**config.mk**
```make
export PLATFORM = sky130hd
export DESIGN_NAME = rf_access_ctrl_flat
export DESIGN_NICKNAME = d
export VERILOG_FILES = /design/src/rtl/rf_access_ctrl_if.sv /design/src/rtl/rf_access_ctrl.sv /design/src/flat_wrapper.sv
export SDC_FILE = /design/constraint.sdc
export NUM_CORES = 1
export LEC_CHECK = 0
export ABC_AREA = 1
export CORE_MARGIN = 2
export CORE_UTILIZATION = 48
export CTS_BUF_LIST = sky130_fd_sc_hd__clkbuf_4
export DETAILED_ROUTE_END_ITERATION = 16
export GPL_TIMING_DRIVEN = 1
export PLACE_DENSITY = 0.81
export SLEW_MARGIN = 25
export SYNTH_ARGS = -nofsm -noshare
export SYNTH_HDL_FRONTEND = slang
export SYNTH_SLANG_ARGS = --single-unit
```
**constraint.sdc**
```tcl
create_clock -name clk -period 1.75 [get_ports clk]
set_input_delay 0.175 -clock clk [delete_from_list [all_inputs] [get_ports clk]]
set_output_delay 0.175 -clock clk [all_outputs]
set_load 0.005 [all_outputs]
```
**src/rtl/rf_access_ctrl_if.sv**
```systemverilog
// Bundle between the CPU control path, the access controller and the
// single-port 16-bit x 8 register file.
//
// Both req_* and rsp_* are valid/ready channels: the producer raises valid
// with stable payload and keeps both unchanged until it samples ready high
// on a rising edge; a transfer happens on exactly that edge
// (valid & ready), and ready never waits on anything but the consumer's
// own state.
interface rf_access_ctrl_if;
    logic        req_valid;
    logic        req_ready;
    logic [1:0]  req_op;
    logic [2:0]  req_rx;
    logic [2:0]  req_ry;
    logic [15:0] req_data;

    logic        rsp_valid;
    logic        rsp_ready;
    logic [15:0] rsp_a;
    logic [15:0] rsp_b;
    logic        rsp_err;

    logic [2:0]  rf_reg_num;
    logic        rf_rd_wr;
    logic [15:0] rf_wdata;
    logic [15:0] rf_rdata;

    // Controller side: consumes requests, produces responses, drives the RF.
    modport slave (
        input  req_valid, req_op, req_rx, req_ry, req_data, rsp_ready, rf_rdata,
        output req_ready, rsp_valid, rsp_a, rsp_b, rsp_err,
        output rf_reg_num, rf_rd_wr, rf_wdata
    );

    // Environment side: CPU control path plus the register file itself.
    modport master (
        output req_valid, req_op, req_rx, req_ry, req_data, rsp_ready, rf_rdata,
        input  req_ready, rsp_valid, rsp_a, rsp_b, rsp_err,
        input  rf_reg_num, rf_rd_wr, rf_wdata
    );
endinterface

```
**src/rtl/rf_access_ctrl.sv**
```systemverilog
// Register-file access sequencer: turns one read/dual-read/write request
// into RF port cycles and returns the captured operands. The RF writes
// level-sensitively, so rf_reg_num is never moved while rf_rd_wr is high,
// including across reset.
module rf_access_ctrl (
    input  logic             clk,
    input  logic             reset,
    rf_access_ctrl_if.slave  bus,
    output logic [2:0]       o_dbg_state
);
    typedef enum logic [2:0] {
        S_IDLE  = 3'd0,
        S_RDA   = 3'd1,
        S_RDB   = 3'd2,
        S_WR    = 3'd3,
        S_WHOLD = 3'd4,
        S_RSP   = 3'd5
    } state_t;

    localparam logic [1:0] OP_RD1 = 2'b00;
    localparam logic [1:0] OP_RD2 = 2'b01;
    localparam logic [1:0] OP_WR  = 2'b10;

    state_t      r_state;
    state_t      w_next;

    logic [1:0]  r_op;
    logic [2:0]  r_ry;
    logic [15:0] r_data;
    logic [2:0]  r_reg_num;
    logic        r_rd_wr;
    logic [15:0] r_wdata;
    logic [15:0] r_rsp_a;
    logic [15:0] r_rsp_b;
    logic        r_rsp_err;

    // State register.
    always_ff @(posedge clk) begin
        if (reset) begin
            r_state <= S_IDLE;
        end else begin
            r_state <= w_next;
        end
    end

    // Next-state decode; every non-idle state except RSP advances unconditionally.
    always_comb begin
        w_next = r_state;
        case (r_state)
            S_IDLE: begin
                if (bus.req_valid) begin
                    case (bus.req_op)
                        OP_RD1, OP_RD2: w_next = S_RDA;
                        OP_WR:          w_next = S_WR;
                        default:        w_next = S_RSP;
                    endcase
                end
            end
            S_RDA:   w_next = (r_op == OP_RD2) ? S_RDB : S_RSP;
            S_RDB:   w_next = S_RSP;
            S_WR:    w_next = S_WHOLD;
            S_WHOLD: w_next = S_RSP;
            S_RSP:   w_next = bus.rsp_ready ? S_IDLE : S_RSP;
            default: w_next = S_IDLE;
        endcase
    end

    // Request latch, RF port registers and response capture.
    always_ff @(posedge clk) begin
        if (reset) begin
            r_op      <= OP_RD1;
            r_ry      <= 3'd0;
            r_data    <= 16'd0;
            r_rd_wr   <= 1'b0;
            r_wdata   <= 16'd0;
            r_rsp_a   <= 16'd0;
            r_rsp_b   <= 16'd0;
            r_rsp_err <= 1'b0;
            // A write may be in progress: keep the index for this edge and
            // clear it on the next one, once rf_rd_wr has dropped.
            if (!r_rd_wr) begin
                r_reg_num <= 3'd0;
            end
        end else begin
            case (r_state)
                S_IDLE: begin
                    if (bus.req_valid) begin
                        r_op   <= bus.req_op;
                        r_ry   <= bus.req_ry;
                        r_data <= bus.req_data;
                        case (bus.req_op)
                            OP_RD1, OP_RD2: begin
                                r_reg_num <= bus.req_rx;
                                r_rd_wr   <= 1'b0;
                            end
                            OP_WR: begin
                                r_reg_num <= bus.req_rx;
                                r_wdata   <= bus.req_data;
                                r_rd_wr   <= 1'b1;
                            end
                            default: begin
                                r_rsp_err <= 1'b1;
                                r_rsp_a   <= 16'd0;
                                r_rsp_b   <= 16'd0;
                            end
                        endcase
                    end
                end
                S_RDA: begin
                    r_rsp_a <= bus.rf_rdata;
                    if (r_op == OP_RD2) begin
                        r_reg_num <= r_ry;
                    end else begin
                        r_rsp_b <= 16'd0;
                    end
                end
                S_RDB: begin
                    r_rsp_b <= bus.rf_rdata;
                end
                S_WR: begin
                    // Index stays put through WHOLD so the RF sees a clean
                    // write-enable fall with a stable address.
                    r_rd_wr <= 1'b0;
                end
                S_WHOLD: begin
                    r_rsp_a <= r_data;
                    r_rsp_b <= 16'd0;
                end
                S_RSP: begin
                    if (bus.rsp_ready) begin
                        r_rsp_err <= 1'b0;
                    end
                end
                default: begin
                    r_rd_wr <= 1'b0;
                end
            endcase
        end
    end

    assign bus.req_ready  = (r_state == S_IDLE);
    assign bus.rsp_valid  = (r_state == S_RSP);
    assign bus.rsp_a      = r_rsp_a;
    assign bus.rsp_b      = r_rsp_b;
    assign bus.rsp_err    = r_rsp_err;
    assign bus.rf_reg_num = r_reg_num;
    assign bus.rf_rd_wr   = r_rd_wr;
    assign bus.rf_wdata   = r_wdata;
    assign o_dbg_state    = r_state;
endmodule

```
**src/flat_wrapper.sv**
```systemverilog
// flat-port wrapper written by rule: the top's interface ports become plain ports
module rf_access_ctrl_flat 
  (clk, reset, o_dbg_state, bus_req_valid, bus_req_op, bus_req_rx, bus_req_ry, bus_req_data, bus_rsp_ready, bus_rf_rdata, bus_req_ready, bus_rsp_valid, bus_rsp_a, bus_rsp_b, bus_rsp_err, bus_rf_reg_num, bus_rf_rd_wr, bus_rf_wdata);
  rf_access_ctrl_if bus_i ();
  input  logic clk;
  input  logic reset;
  output logic [2:0] o_dbg_state;
  input wire logic [$bits(bus_i.req_valid)-1:0] bus_req_valid;
  input wire logic [$bits(bus_i.req_op)-1:0] bus_req_op;
  input wire logic [$bits(bus_i.req_rx)-1:0] bus_req_rx;
  input wire logic [$bits(bus_i.req_ry)-1:0] bus_req_ry;
  input wire logic [$bits(bus_i.req_data)-1:0] bus_req_data;
  input wire logic [$bits(bus_i.rsp_ready)-1:0] bus_rsp_ready;
  input wire logic [$bits(bus_i.rf_rdata)-1:0] bus_rf_rdata;
  output wire logic [$bits(bus_i.req_ready)-1:0] bus_req_ready;
  output wire logic [$bits(bus_i.rsp_valid)-1:0] bus_rsp_valid;
  output wire logic [$bits(bus_i.rsp_a)-1:0] bus_rsp_a;
  output wire logic [$bits(bus_i.rsp_b)-1:0] bus_rsp_b;
  output wire logic [$bits(bus_i.rsp_err)-1:0] bus_rsp_err;
  output wire logic [$bits(bus_i.rf_reg_num)-1:0] bus_rf_reg_num;
  output wire logic [$bits(bus_i.rf_rd_wr)-1:0] bus_rf_rd_wr;
  output wire logic [$bits(bus_i.rf_wdata)-1:0] bus_rf_wdata;
  assign bus_i.req_valid = bus_req_valid;
  assign bus_i.req_op = bus_req_op;
  assign bus_i.req_rx = bus_req_rx;
  assign bus_i.req_ry = bus_req_ry;
  assign bus_i.req_data = bus_req_data;
  assign bus_i.rsp_ready = bus_rsp_ready;
  assign bus_i.rf_rdata = bus_rf_rdata;
  assign bus_req_ready = bus_i.req_ready;
  assign bus_rsp_valid = bus_i.rsp_valid;
  assign bus_rsp_a = bus_i.rsp_a;
  assign bus_rsp_b = bus_i.rsp_b;
  assign bus_rsp_err = bus_i.rsp_err;
  assign bus_rf_reg_num = bus_i.rf_reg_num;
  assign bus_rf_rd_wr = bus_i.rf_rd_wr;
  assign bus_rf_wdata = bus_i.rf_wdata;
  rf_access_ctrl u_core (.clk(clk), .reset(reset), .bus(bus_i), .o_dbg_state(o_dbg_state));
endmodule
```
==> results of run 1 <==
## kinds of logic (layout without fill, tap and decap cells)
group,count (synthesis),in the layout
buffers and inverters,63,170
AO/OA/AOI/OAI,97,97
XOR/XNOR,1,1
AND/OR/NAND/NOR,197,197
flip-flops,77,77
## synth_stat cells
cell type	n	area share (%)
sky130_fd_sc_hd__dfxtp_1	74	46
sky130_fd_sc_hd__nand2_1	70	8.1
sky130_fd_sc_hd__nor2_1	64	7.4
sky130_fd_sc_hd__a21oi_1	55	8.5
sky130_fd_sc_hd__o21ai_0	39	6.0
sky130_fd_sc_hd__nand3_1	37	5.7
sky130_fd_sc_hd__inv_1	31	3.6
sky130_fd_sc_hd__nand4_1	16	3.1
sky130_fd_sc_hd__buf_2	13	2.0
sky130_fd_sc_hd__clkbuf_1	12	1.4
sky130_fd_sc_hd__edfxtp_1	3	2.8
sky130_fd_sc_hd__inv_2	3	0.35
sky130_fd_sc_hd__nand3_2	3	0.93
sky130_fd_sc_hd__buf_4	2	0.46
sky130_fd_sc_hd__buf_6	2	0.69
sky130_fd_sc_hd__nor2_2	2	0.39
sky130_fd_sc_hd__o211ai_1	2	0.46
sky130_fd_sc_hd__a211oi_1	1	0.23
sky130_fd_sc_hd__nand2_4	1	0.35
sky130_fd_sc_hd__nand3_4	1	0.54
sky130_fd_sc_hd__nor2_4	1	0.35
sky130_fd_sc_hd__nor2_8	1	0.62
sky130_fd_sc_hd__nor3_1	1	0.15
sky130_fd_sc_hd__xor2_1	1	0.27
## worst min-delay path: stages
cell	delay, ps
sky130_fd_sc_hd__clkdlybuf4s50_1	390
sky130_fd_sc_hd__inv_1	70
sky130_fd_sc_hd__a21oi_1	60
## layer usage
metal  track usage, %  vias up
li1                 -     1644
met1            32.25     1436
met2            38.05      103
met3            4.095        9
met4            7.813        0
met5                0        -
## stage by stage
step           setup TNS, ps  instance area [µm²]  std cells
4_1_cts                    0                 4517        619
6_report                   0                 4527        619
2_1_floorplan              0                 3244        435
3_3_place_gp               0                 4359        601
3_5_place_dp          -38.62                 4359        601
5_1_grt                    0                 4527        619
## power groups by stage
stage | Combinational (mW) | Clock [mW] | Sequential [mW]
after floorplan | 2.14 | 0 | 2.68
after global placement | 3.48 | 0 | 2.67
after detailed placement | 3.59 | 0 | 2.68
after CTS | 3.67 | 1.01 | 2.65
after global routing | 4.14 | 1.10 | 2.71
final | 3.68 | 0.986 | 2.65
## what timing repair did
item	4_1_cts	5_1_grt
setup endpoints to repair	3	2
buffers inserted	2	0
resized for setup	11	3
## flip-flops by register name, summed over array words and instances (netlist names)
register and flops:
u_core.bus.rf_wdata 16, u_core.bus.rsp_a 16, u_core.bus.rsp_b 16, u_core.r_data 16
u_core.bus.rf_reg_num 3, u_core.o_dbg_state 3, u_core.r_ry 3, u_core.r_op 2
u_core.bus.rf_rd_wr 1, u_core.bus.rsp_err 1
## layout make-up
| type | instances | area (µm²) |
|---|---|---|
| fillers | 542 | 1932 |
| repair buffers | 120 | 1187 |
| well taps | 77 | 96.34 |
| clock inverters | 7 | 57.56 |
| multi-input cells | 295 | 1413 |
| flip-flops and latches | 77 | 1578 |
| inverters | 34 | 127.6 |
| clock buffers | 9 | 67.56 |
## worst max path at each step
stage | from | end | slack (ps) | depth (start not counted)
detailed placement | bus_req_valid | u_core.bus.rf_reg_num[0]$_SDFFCE_PP0P_ | -10 | 5
global route | u_core.o_dbg_state[1]$_SDFFE_PP0P_ | o_dbg_state[1] | 20 | 2
finish | u_core.o_dbg_state[1]$_SDFFE_PP0P_ | o_dbg_state[1] | 90 | 2
global placement | bus_req_valid | u_core.bus.rf_reg_num[0]$_SDFFCE_PP0P_ | 100 | 5
floorplan | u_core.o_dbg_state[1]$_SDFFE_PP0P_ | u_core.bus.rf_reg_num[0]$_SDFFCE_PP0P_ | 250 | 7
CTS | u_core.o_dbg_state[1]$_SDFFE_PP0P_ | o_dbg_state[1] | 30 | 2
==> impl.org, run 1 <==
** Critical path
- Largest fanout on the critical path :: 17
- Gate family responsible for the most delay along the worst path :: buffers and inverters
- The number of buffers and inverters on the critical path is 2.
- In this design, the stage delay of the slowest critical-path cell is between 500 and 600 ps.
- STA puts the critical path data required time at 1570 ps.
- The worst register-to-register path has a depth of 7.
- Worst reg2reg endpoint :: u_core.bus.rf_reg_num[2]$_SDFFCE_PP0P_
- The signal on the critical path passes through buf_6 > clkdlybuf4s50_1.
- In this run the critical register-to-register path is launched from u_core.o_dbg_state[2]$_SDFFE_PP0P_.
- Signal arrival time at the worst endpoint :: 1490 ps
- STA classifies the critical path endpoint as an output port.
- R2r setup slk :: 180 ps
- Worst Setup Start Kind :: register
- By startpoint and endpoint, the worst setup path is classified as reg -> out.
- Cell with the largest stage delay on the worst path :: sky130_fd_sc_hd__clkdlybuf4s50_1

** Detailed routing
- After detailed routing, the average wire length per cell comes to approximately 14 µm.
- The routed design uses between 400 and 500 µm of met3 wire.
- The count of nets left with antenna violations once routing finished came out at 0.
- Final wirelength :: between 8 and 9 mm
- Met2 WL :: a little under 4 mm
- DR iter-0 viols :: between 100 and 150
- Count of vias placed by the detailed router :: roughly 3200
- The pre-antenna-repair detailed-routing pass consisted of 4 iterations.
- Number of vias per cell after detailed routing :: just over 5
- Total routed wire length on the met1 layer :: 3.921 mm
- After detailed routing, no signal wire sits above met4.
- After detailed routing, the number of remaining DRC violations is 0.

** Timing
- The clock arrives with 20.20 ps of skew.
- Final period utilization :: 94.96%
- The clock period could shrink to between 1500 and 2000 ps.
- Achievable Freq :: around 600 MHz
- Final Max Slew Viols :: 0
- RSZ-0062 raised after global routing :: no
- Final hold analysis gives a worst-case slack of 305.5 ps.
- Measured against its own limit, the worst slew margin works out to 68.69%.
- Post-layout worst setup margin :: just under 90 ps
- Tightest Pin Transition :: 464.7 ps
- Setup violations remaining at the end of the flow were counted as 0.
- Number of endpoints with negative hold slack in the final report :: 0

** Logic synthesis
- Sequential area share after synthesis :: about half
- The average instance in the mapped netlist occupies 7.458 µm².
- After synthesis, the largest family of logic cells by area is simple AND/OR/NAND/NOR gates.
- Complex-gate fraction of the synthesized area :: 15.19%
- The mapped netlist covers 0.003244 mm².
- Warnings from Yosys :: 0
- The synthesized netlist devotes 27.61% of its cell area to simple gates.
- Synth cell types :: 24
- Flip-flop and latch count after synthesis :: 77
- Area share of fa/ha/maj cells after synthesis :: 0%
- Mux cell area share after synthesis :: 0%
- Synthesized netlist net count :: approximately 480
- The synthesized netlist devotes less than 1% of its cell area to XOR and XNOR gates.
- Syn Inst Count :: 435

** Status
- The run finished with clean final reports.

** Pwr
- Power density of the placed cells :: 1617 mW/mm²
- The share of total power dissipated in combinational logic is 50.3%.
- Switch Pwr :: around 2.9 mW
- Clock share of power :: roughly 14%
- After layout, the design draws a total of 7.320 mW.
- Switching share of power :: 39.98%
- The internal power of the cells totals 4.394 mW.
- Max rail drop VDD :: 0.0007145 V
- Sequential fraction of design power :: 36.2%
- In this run the static leakage power is between 1.5 and 2 nW.

** Clock network
- The clock passes through at most 2 buffers.
- The clock tree synthesis step divided the H-tree into 3 levels.
- Hold buffer count at CTS :: 0
- Root cell of the clock tree :: sky130_fd_sc_hd__clkbuf_4
- Inserted Clock Buffers :: 9
- Clock tree from TritonCTS :: done
- Clock-pin slew was measured on the worst setup and hold paths at 140 ps.
- Clock network latency to the later pin of the worst-skew pair :: between 400 and 500 ps
- Number of sinks on the clock net :: 77

** Floorplanning
- During I/O placement, the number of pins put on the boundary was about 100.
- After floorplanning, the core was divided into 29 placement rows.
- Core ar. :: 0.006459 mm²
- Die span in x :: 86.22 µm
- Total Die Area :: ~0.0074 mm²
- From bottom edge to top edge, the die measures 86.22 µm.
- Initial Util :: about half

** Finish
- Area growth from synthesis to layout :: 39.53%
- Most used cells in the layout excluding fill and tap cells :: 99 x sky130_fd_sc_hd__clkdlybuf4s50_1, 71 x sky130_fd_sc_hd__dfxtp_1, 68 x sky130_fd_sc_hd__nand2_1, 62 x sky130_fd_sc_hd__nor2_1, 55 x sky130_fd_sc_hd__a21oi_1
- For this run, the share of the core covered by cells in the final layout is between 70% and 80%.
- Final #Nets :: 581
- Fraction of final layout cells sized beyond drive strength 1 :: 10.15%
- Leaving out fill and tap cells, the most frequent cell in the layout is sky130_fd_sc_hd__clkdlybuf4s50_1.
- Diode count :: 0

** Place
- Worst slack after detailed placement :: -12.91 ps
- Weighted congestion at the end of routability-driven global placement :: 0.8599
- Port-buffer cells :: 101
- The HPWL after detailed placement is 6.226 mm.

** Run
- Number of maximum-capacitance constraint violations :: 0

** Min path
- Min-Delay Path Depth :: 3
- Min-Delay Endpoint :: u_core.r_data[10]$_SDFFE_PP0P_
- The startpoint identified for the worst hold timing path is bus_req_data[10].
- In this run the worst hold path is classified as in -> reg.

** Global routing
- Number of antenna violations at the first check in global routing :: 0
- The first global-routing pass estimated 13.86 mm of wire.
- The total overflow left after global routing is 0.
- GRT Resource Usage Total :: 23.59%
- Pin count of the biggest net entering global routing :: 56
- Number of global-route vias before repair :: 2994
Power figures use the tool's default switching activity.
==> run 2, diff against run 1 <==
--- a/config.mk
+++ b/config.mk
@@ -11,7 +11,7 @@
 export CTS_BUF_LIST = sky130_fd_sc_hd__clkbuf_4
 export DETAILED_ROUTE_END_ITERATION = 16
 export GPL_TIMING_DRIVEN = 1
-export PLACE_DENSITY = 0.81
+export PLACE_DENSITY = 0.83
 export SLEW_MARGIN = 25
 export SYNTH_ARGS = -nofsm -noshare
 export SYNTH_HDL_FRONTEND = slang
==> constraint.sdc (replaced) <==
create_clock -name clk -period 1.9 [get_ports clk]
set_input_delay 0.19 -clock clk [delete_from_list [all_inputs] [get_ports clk]]
set_output_delay 0.19 -clock clk [all_outputs]
set_load 0.005 [all_outputs]
==> run 2 against run 1 <==
Against the previous run: sequential power decreased by 7%; critical path type unchanged; largest cell class unchanged; critical path depth increased by 2; critical endpoint is now bus_rsp_valid; setup slack got worse by 39 ps; via count increased by 0.69%; register-to-register slack got worse by 20 ps.
==> impl.org, run 2 (synthesis results as in run 1) <==
** Critical path
- STA classifies the critical path endpoint as an output port.
- Signal arrival time at the worst endpoint :: 1660 ps (+170 ps)
- The critical path goes through buf_8 > nand2_1 > inv_1 > clkdlybuf4s50_1.
- Worst Setup Start Kind :: register
- For this design, the slowest cell found on the critical path is sky130_fd_sc_hd__clkdlybuf4s50_1.
- R2R Path Start :: u_core.o_dbg_state[0]$_SDFFE_PP0P_
- The critical path required time came to 1710 ps (+140 ps).
- Largest fanout on the critical path :: 19 (+2)
- Delay of the slowest critical-path stage :: 500 ps (-20 ps)
- The most critical setup path has its startpoint at u_core.o_dbg_state[2]$_SDFFE_PP0P_.
- By startpoint and endpoint, the worst setup path is classified as reg -> out.

** Finish
- Fraction of final layout cells sized beyond drive strength 1 :: 8.955% (-1.2 points)
- The number of fill cells in the layout was 528 (-2.6%).
- The top cell types in the final layout, fill and taps aside, are 101 x sky130_fd_sc_hd__clkdlybuf4s50_1, 71 x sky130_fd_sc_hd__dfxtp_1, 69 x sky130_fd_sc_hd__nand2_1, 62 x sky130_fd_sc_hd__nor2_1, 55 x sky130_fd_sc_hd__a21oi_1.
- The library cell used most frequently in the layout, excluding fill and tap cells, is sky130_fd_sc_hd__clkdlybuf4s50_1.
- The final antenna diode count was 0 (unchanged).
- The final layout net count was 575 (-1.0%).
- The area growth from synthesis to layout is 39.80%.

** Clock network
- The clock buffer count from CTS is 9 (unchanged).
- Clock Tree Buf Depth :: 2 (unchanged)
- # H-tree levels :: 3 (unchanged)
- The source-to-sink clock delay at the later pin of the worst-skew pair came to 420 ps (about the same).
- TritonCTS built the clock tree.
- Root cell of the clock tree :: sky130_fd_sc_hd__clkbuf_4
- Clock transition at the registers of the reported paths :: 140 ps (about the same)
- The clock sink count came to 77 (unchanged).

** Detailed routing
- Final routed DRC violation total :: 0 (unchanged)
- Final wirelength :: 8.450 mm (+0.44%)
- Number of vias per cell after detailed routing :: 5.243 (+1.7%)
- The mean routed wirelength per cell came to 13.78 µm (+1.4%).
- The count of nets left with antenna violations after detail routing came to 0 (unchanged).
- DR iter-0 viols :: 204 (+76%)
- Count of vias placed by the detailed router :: 3214 (+0.69%)
- The first-pass detailed-route iteration total was 5 (+1).

** Pwr
- The sequential share of power was 35.4% (-0.8 points).
- The areal power density over the cells came to 1537 mW/mm² (-5.0%).
- The switching share of power came to 38.62% (-1.4 points).
- The switching power summed over all nets was 2.692 mW (-8.0%).
- Max rail drop VDD :: 0.0009043 V (+27%)
- Clock share of power :: 16.8% (+3.3 points)
- The cell-internal power was 4.278 mW (-2.6%).
- The leakage power was 1.944 nW (-0.20%).
- Total Power Consumption :: 6.970 mW (-4.8%)
- Comb pwr share :: 47.8% (-2.5 points)

** Floorplanning
- The effective utilization at floorplan was 50.23% (unchanged).
- I/O pin total :: 102 (unchanged)
- The count of standard-cell rows was 29 (unchanged).
- The width of the die came to 86.22 µm (unchanged).
- Total Die Area :: 0.007433 mm² (unchanged)
- Core ar. :: 0.006459 mm² (unchanged)
- Die height :: 86.22 µm (unchanged)

** Global routing
- The wire length of the first global-routing pass is 13.85 mm (-0.10%).
- The number of global-route vias before repair is 2939 (-1.8%).
- The global routing usage summed across all routing layers came to 23.46% (-0.13 points).
- The initial antenna violation count came to 0 (unchanged).
- Global route total overflow :: 0 (unchanged)
- The maximum number of pins on one net before global-route repair was 56 (unchanged).

** Min path
- In this run the most critical hold path is launched from bus_req_data[9].
- Tightest Hold Check Type :: in -> reg

** Timing
- In the finished design, the share of the clock period the worst path needs comes to between 90% and 100%.
- Number of endpoints with negative hold slack in the final report :: 0 (unchanged)
- The clock skew was 15.11 ps (-5.087 ps).
- Setup repair after global routing could not meet its margin everywhere.
- Achievable Freq :: 540.3 MHz
- Final Max Slew Viols :: 0 (unchanged)
- For the finished layout, the period the worst path requires is 1851 ps.
- Tightest Pin Transition :: 406.7 ps (-58.01 ps)
- Post-layout worst setup margin :: 49.17 ps (-39.11 ps)
- The number of setup violations in the final report was 0 (unchanged).
- Remaining max-slew budget at the tightest pin :: 72.60% (+3.9 points)

** Place
- The placer congestion estimate is 0.9142 (+6.3%).
- Worst slack after detailed placement :: 156.4 ps (+169.3 ps)
- Dpl hpwl :: 6.158 mm (-1.1%)
- The number of I/O port buffers was 101 (unchanged).

** Status
- Status :: finished clean

** Run
- Number of maximum-capacitance constraint violations :: 0 (unchanged)
-- run 2: cell types whose count changed in the layout (fill, tap and decap cells not counted), moves of 2 or more --
cell                              previous run  this run
sky130_fd_sc_hd__buf_4                      15         9
sky130_fd_sc_hd__bufinv_16                   0         2
sky130_fd_sc_hd__clkdlybuf4s50_1            99       101
sky130_fd_sc_hd__clkinvlp_4                  3         1
sky130_fd_sc_hd__dlygate4sd2_1               2         0
-- run 2: path summary, 6_finish.rpt --
path	endpoint	slack (ps)	cells after the start
worst min register to register	u_core.r_op[0]$_SDFFE_PP0P_	490	2
worst min-delay path	u_core.bus.rf_wdata[9]$_SDFFE_PP0P_	310	3
worst max register to register	u_core.bus.rsp_b[9]$_SDFFE_PP0P_	160	8
worst max-delay path	bus_rsp_valid	50	4
-- run 2: worst max-delay path, delay by kind of cell (launching register included) --
| family | cells | cell delay (ps) |
|---|---|---|
| buf+inv | 3 | 740 |
| flops | 1 | 400 |
| simple gates | 1 | 90 |
-- run 2: metrics by stage --
stage	utilization, %	TNS [ps]	instance area, µm²	cells	hold WS (ps)
after global placement	66.99	0	4327	595	461.2
after global routing	70.22	-21.69	4536	613	290.0
after detailed placement	66.99	0	4327	595	466.7
after floorplan	-	0	3244	435	284.6
after CTS	69.90	-2.109	4514	611	278.5
final	70.22	0	4536	613	314.4
-- run 2: layer usage --
layer / vias to the layer above / share of wire [%] / global-route usage [%]
met3: 15 / 4.8 / 3.619
li1: 1625 / - / -
met4: 0 / 2.1 / 9.375
met2: 123 / 45 / 36.15
met1: 1451 / 48 / 33.17
met5: - / 0 / 0
-- run 2: layout make-up --
cell class                      instances  area (µm²)  share of cell area [%]
Multi-Input combinational cell        295        1405                   30.98
Tap cell                               77       96.34                   2.124
Clock inverter                          7       105.1                   2.317
Timing Repair Buffer                  114        1154                   25.43
Clock buffer                            9       67.56                   1.490
Inverter                               34       127.6                   2.814
Sequential cell                        77        1580                   34.84
-- run 2: what timing repair did --
item                       CTS  global route
hold buffers                 0             0
pin swaps                    0             0
setup endpoints to repair    2             2
gates resized for setup      8             2
setup buffers                0             2
-- run 2: power groups by stage --
| stage | logic, mW | registers (mW) | clock network, mW |
|---|---|---|---|
| 2_1_floorplan | 1.97 | 2.47 | 0 |
| 3_3_place_gp | 3.15 | 2.48 | 0 |
| 3_5_place_dp | 3.24 | 2.49 | 0 |
| 4_1_cts | 3.28 | 2.47 | 1.20 |
| 5_1_grt | 3.73 | 2.52 | 1.27 |
| 6_report | 3.33 | 2.46 | 1.17 |
==> run 3, diff against run 2 <==
--- a/config.mk
+++ b/config.mk
@@ -11,6 +11,7 @@
 export CTS_BUF_LIST = sky130_fd_sc_hd__clkbuf_4
 export DETAILED_ROUTE_END_ITERATION = 16
 export GPL_TIMING_DRIVEN = 1
+export HOLD_SLACK_MARGIN = 0.08
 export PLACE_DENSITY = 0.83
 export SLEW_MARGIN = 25
 export SYNTH_ARGS = -nofsm -noshare
==> results of run 3 <==
No change in the layout: final DEF, timing and power equal those of run 2.
